===== config.mk =====
export PLATFORM = sky130hd
export DESIGN_NAME = zbus_fifo_reg
export DESIGN_NICKNAME = d
export VERILOG_FILES = /design/src/rtl/zbus_fifo_reg.sv
export SDC_FILE = /design/constraint.sdc
export NUM_CORES = 1
export LEC_CHECK = 0
export ABC_CLOCK_PERIOD_IN_PS = 5050
export CELL_PAD_IN_SITES_DETAIL_PLACEMENT = 0
export CELL_PAD_IN_SITES_GLOBAL_PLACEMENT = 2
export CORE_MARGIN = 2
export CORE_UTILIZATION = 43
export DETAILED_ROUTE_END_ITERATION = 7
export HOLD_SLACK_MARGIN = 0.06
export PLACE_DENSITY_LB_ADDON = 0.1
export SETUP_SLACK_MARGIN = 0.2
export SLEW_MARGIN = 20
export SYNTH_ARGS = -nofsm -noshare
export SYNTH_HDL_FRONTEND = slang
export SYNTH_SLANG_ARGS = --single-unit
export TNS_END_PERCENT = 20

===== constraint.sdc =====
create_clock -name z_clk -period 5.05 [get_ports z_clk]
set_clock_uncertainty 0.2 [all_clocks]
set_input_delay 1.515 -clock z_clk [delete_from_list [all_inputs] [get_ports z_clk]]
set_output_delay 1.515 -clock z_clk [all_outputs]
set_load 0.1 [all_outputs]

===== src/rtl/zbus_fifo_reg.sv =====
// zbus_fifo_reg: register-array FIFO between a zbus producer (zi_*) and a
// zbus consumer (zo_*), single clock domain. Depth LN words of BW bits.
// Full/empty flags are registered from the next-state pointers, so zi_ack
// and zo_vld have no combinational path from zi_vld or zo_ack. The head
// word is read straight from the storage array.
//
// Optional feature: define ZBUS_FIFO_CNT_EN to add the z_cnt output, a
// registered occupancy count (0..LN).
module zbus_fifo_reg #(
    parameter int BW = 8,
    parameter int LN = 4
) (
    input  logic          z_clk,
    input  logic          z_rst,
    input  logic          zi_vld,
    input  logic [BW-1:0] zi_bus,
    output logic          zi_ack,
    output logic          zo_vld,
    output logic [BW-1:0] zo_bus,
    input  logic          zo_ack
`ifdef ZBUS_FIFO_CNT_EN
    ,
    output logic [$clog2(LN):0] z_cnt
`endif
);

    localparam int AW = $clog2(LN);

    // Pointers carry one extra MSB used as a wrap flag to tell full from empty.
    logic [AW:0]   wp, rp;
    logic [AW:0]   wp_nxt, rp_nxt;
    logic          empty, full;
    logic          zi_trn, zo_trn;
    logic [BW-1:0] mem [LN];

    assign zi_trn = zi_vld & zi_ack;
    assign zo_trn = zo_vld & zo_ack;

    assign zi_ack = ~full;
    assign zo_vld = ~empty;
    assign zo_bus = mem[rp[AW-1:0]];

    // Next-state pointers: advance on each side's handshake.
    always_comb begin
        // NOTE: every signal assigned in always_comb gets a default first so no latch is inferred.
        wp_nxt = wp;
        rp_nxt = rp;
        if (zi_trn) wp_nxt = wp + (AW+1)'(1);
        if (zo_trn) rp_nxt = rp + (AW+1)'(1);
    end

    // Pointer and flag registers; reset wins over any concurrent transfer.
    always_ff @(posedge z_clk) begin
        // NOTE: sequential state uses non-blocking assignments so all registers update together at the edge.
        if (z_rst) begin
            wp    <= '0;
            rp    <= '0;
            empty <= 1'b1;
            full  <= 1'b0;
        end else begin
            wp    <= wp_nxt;
            rp    <= rp_nxt;
            empty <= (wp_nxt == rp_nxt);
            full  <= (wp_nxt[AW-1:0] == rp_nxt[AW-1:0]) && (wp_nxt[AW] != rp_nxt[AW]);
        end
    end

    // Storage write; a word offered during reset is dropped.
    always_ff @(posedge z_clk) begin
        // NOTE: the array has no reset; the pointers alone decide which entries are valid.
        if (zi_trn && !z_rst) mem[wp[AW-1:0]] <= zi_bus;
    end

`ifdef ZBUS_FIFO_CNT_EN
    logic [AW:0] cnt;

    // Occupancy counter: +1 on write only, -1 on read only.
    always_ff @(posedge z_clk) begin
        if (z_rst) begin
            cnt <= '0;
        end else begin
            case ({zi_trn, zo_trn})
                2'b10:   cnt <= cnt + (AW+1)'(1);
                2'b01:   cnt <= cnt - (AW+1)'(1);
                default: cnt <= cnt;
            endcase
        end
    end

    assign z_cnt = cnt;
`endif

endmodule


; Word-level counts from Yosys, hierarchy flattened
; Memories as Yosys holds them, arrays and structs flattened. A register that Yosys moved wholly into a read port is not among the register bits.
; Index checks and enable logic that the tools add are counted.
[totals]
out_inout_bits = 10
memories = 1
in_bits = 12
ramBits = 32
reg_bits = 8
elab_cells = 22
[op_classes]
muxes = 5
reduce_logical = 3
add_sub_neg = 2
bitwise_logic = 4
n_eq_ne = 3
[memory_table]
columns = memory, words, width, read_ports, rd_ports_with_merged_regs, wr, line
row1 = mem, 4, 8, 1, 1, 1, 34  ; logic [BW-1:0] mem [LN];
[ops]
columns = op, count
row1 = $add A3 B1 Y3 const B, 2
row2 = $mux W3, 2
row3 = $eq A3 B3 Y1, 1
row4 = $and A1 B1 Y1, 2
row5 = $eq A2 B2 Y1, 1
row6 = $logic_and A1 B1 Y1, 2
row7 = $mux W1, 2
row8 = $mux W2, 1
row9 = $not A1 Y1, 2
row10 = $logic_not A1 Y1, 1
row11 = $ne A1 B1 Y1, 1

; Depth between registers and ports, before layout
[logic_depth]
ltp_word = 5
ltp_mapped = 5
depth_no_buf = 5

; Worst setup path after synthesis
; Ideal clock, no wire load.
[synth_timing]
kind = reg2out
startpoint = reg, netlist name rp[0]
endpoint = out zo_bus[0]
path_slack_ps = 2042
required_time_ps = 3335
arrival_time_ps = 1293
n_path_buf = 1
stages_incl_launch_ff = 3
path_cell_list = dfxtp_1 > buf_4 > mux4_2
[synth_lines]
columns = item, line
row1 = end: declaration, 19  ; output logic [BW-1:0] zo_bus,

==> impl_metrics.csv <==
group,metric,value,unit
worst_setup_path,crit_path_top_delay_cell,"clkdlybuf4s50_1",
power,p_leak,0.6724,nW
grt,grt_max_degree,13,
synthesis,netlist.area_leader.share,58.05,%
die,rows,22,
worst_setup_path,worstPathCellList,"mux4_2, clkdlybuf4s50_1",
die,fp.coreArea,0.003689,mm2
routing,drc,0,
worst_setup_path,cp.arrival,2.61,ns
grt,grt_pass1_wl,4160,um
synthesis,yosys_warnings,0,
cts,clkLatencyLatePin,0.28,ns
worst_setup_path,required,3.34,ns
grt,antenna_found_initial,0,
sta,rsz0062_at_grt,"false",
cts,clkSinkCount,40,
power,vdd_drop_max,0.0002513,V
synthesis,netlist.top_cell.by_area,"edfxtp_1",
sta,fmax,231.2,MHz
sta,tightest_slew,0.9724,ns
routing,finalWirelength,2534,um
run,maxCapViolCount,0,
layout,final_nets,130,
placement,port_buffers,21,
cts,cts_hold_buffers,0,
min_path,hold_path.class,"reg2reg",
routing,drtIter0Drc,61,
status,status,"complete, no violations",
placement,dp.cells,154,
sta,finalSetupViolations,0,
worst_setup_path,crit_path_end_kind,"output pin",
sta,finalCriticalPeriod,4.325,ns
die,dieArea,0.004362,mm2
worst_setup_path,cp_max_fo,10,
layout,n_fill_cell,322,
cts,htreeDepth,2,
layout,drive_above_1_share,19.30,%
worst_setup_path,critPathBufInv,1,
routing,ant_nets,0,
sta,final_max_slew_viol_count,0,
die,initial_utilization,44.88,%
layout,area_delta_synth_final,19.50,%
cts,cts_post_setup_buffers_inserted,0,
layout,final_cells,162,
grt,grt_usage,13.87,%
synthesis,syn_inst,88,
cts,cts_tree,"built",
layout,antenna_cells,0,
sta,holdWs,0.3842,ns
synthesis,synth.avg_cell_area,18.81,um2
routing,wl_per_cell,15.64,um
sta,slew_headroom,34.97,%
routing,first_pass_iters,4,
synthesis,synthAdderAreaFrac,3.779,%
cts,cts_root_buffer,"clkbuf_8",
grt,grt_remaining_overflow,0,
routing,vias_per_cell,4.765,
synthesis,syn_nets,105,
worst_setup_path,cpPeakStageDelay,0.99,ns
power,power.density,392.7,mW/mm2
die,ios,22,
synthesis,synth-simple-area-share,6.500,%
power,power_frac_comb,25.3,%
layout,final-seq-area,0.001121,mm2
worst_setup_path,start_kind,"flop",
synthesis,synth_area,0.001655,mm2
synthesis,synth_compound_area_share,0.7559,%
power,p_int,0.5298,mW
synthesis,synth-seq-cells,40,
cts,clockBufferDepth,2,
worst_setup_path,criticalPathCategory,"reg2out",
sta,hold_viol_final,0,
sta,finalSetupTns,0,ns
placement,dp_hpwl,1751,um
worst_setup_path,crit_family,"buffers and inverters",
routing,dr_total_vias,772,
cts,cts_resized,0,
layout,multi_input_area,486.7,um2
synthesis,ys_types,20,
synthesis,yosys-top-cells-area,"edfxtp_1 (58%), mux4_2 (11%), dfxtp_1 (9.7%), ha_1 (3.8%), mux2i_2 (1.7%)",
power,power,0.7768,mW
power,clkPwrFrac,25.2,%
cts,clkTransAtPathRegs,0.07,ns
synthesis,synth_top_family_by_area,"multiplexers",
synthesis,synthXorXnorAreaFrac,5.820,%
grt,first_global_vias,824,
power,switchingPower,0.2470,mW
sta,post-route-period-util,85.65,%
synthesis,synthMuxAreaShare,12.55,%
die,die_h,66.05,um
die,die_w,66.05,um
power,netSwitchingFraction,31.80,%
placement,gp_congestion,0.6719,
synthesis,seq_area_frac_synth,67.72,%
cts,cts_made_buffers,5,
power,p_seq_share,49.5,%
## placed cells by master, fill, tap and decap left out, drive strengths merged
cell / count
edfxtp: 32
clkdlybuf4s50: 21
mux4: 8
dfxtp: 8
nor2: 7
clkbuf: 7
inv: 5
ha: 5
xor2: 5
and2: 4
xnor2: 3
mux2i: 2
nand3b: 2
nand2b: 1
and2b: 1
o31ai: 1
nor4: 1
clkinv: 1
## kinds of logic after synthesis
family | count (synthesis)
compound gates | 1
flops | 40
simple gates | 16
buf+inv | 8
mux | 10
xor+xnor | 8
fa+ha+maj | 5
## metrics by stage
step           instance area [um2]  util (%)  setup slack, ns
3_3_place_gp                  1897     51.42            1.002
2_1_floorplan                 1655         -            2.042
5_1_grt                       1978     53.63           0.5788
3_5_place_dp                  1897     51.42           0.9829
6_report                      1978     53.63           0.7248
4_1_cts                       1978     53.63           0.6640
## cells in the mapped netlist
library cell  number
nand3b_4           1
edfxtp_1          32
mux4_2             8
mux2i_2            2
xor2_2             1
nor4_2             1
o31ai_2            1
xor2_4             1
dfxtp_1            8
and2b_4            1
clkbuf_8           1
nand3b_1           1
nor2_1             7
nand2b_1           1
xor2_1             3
and2_1             4
buf_4              2
inv_1              5
xnor2_1            3
ha_1               5
## power groups by stage
stage,clock (mW),combinational [mW],sequential (mW)
final,0.196,0.196,0.385
after global routing,0.215,0.205,0.388
after CTS,0.203,0.198,0.386
after detailed placement,0,0.198,0.393
after global placement,0,0.197,0.392
after floorplan,0,0.166,0.381
## per-layer routing
metal  vias to the layer above  part of all wire [%]  GRT usage, %  routed length (um)
met5                         -                     0             0                   0
met4                         0                   1.2         7.653                  31
met3                         4                   3.2         3.578                  80
met2                        15                    49         21.21                1248
met1                       381                    46         18.06                1174
li1                        372                     -             -                   -
## sequential cells by signal, summed over array words and instances (netlist names)
name   flops
rp         3
mem       32
wp         3
empty      1
full       1
## tightest hold or removal path, stage by stage, from the launching register on
cell,delay (ns)
dfxtp_1,0.36
xor2_2,0.11
nor2_1,0.08
## final timing paths
check | from | end | slack (ns) | cells after the start
worst min register to register | rp[2] | rp[2] | 0.38 | 2
worst min-delay path | rp[2] | rp[2] | 0.38 | 2
worst max-delay path | rp[0] | zo_bus[2] | 0.72 | 2
worst max register to register | rp[0] | full | 3.01 | 5
## final cells by class
class / instances / area share [%]
sequential: 40 / 56.67
multi-input combinational: 40 / 24.60
timing repair buffer: 21 / 10.63
clock buffer: 7 / 3.858
tap: 48 / 3.036
inverter: 5 / 0.9488
clock inverter: 1 / 0.2530
Power figures use the tool's default switching activity.
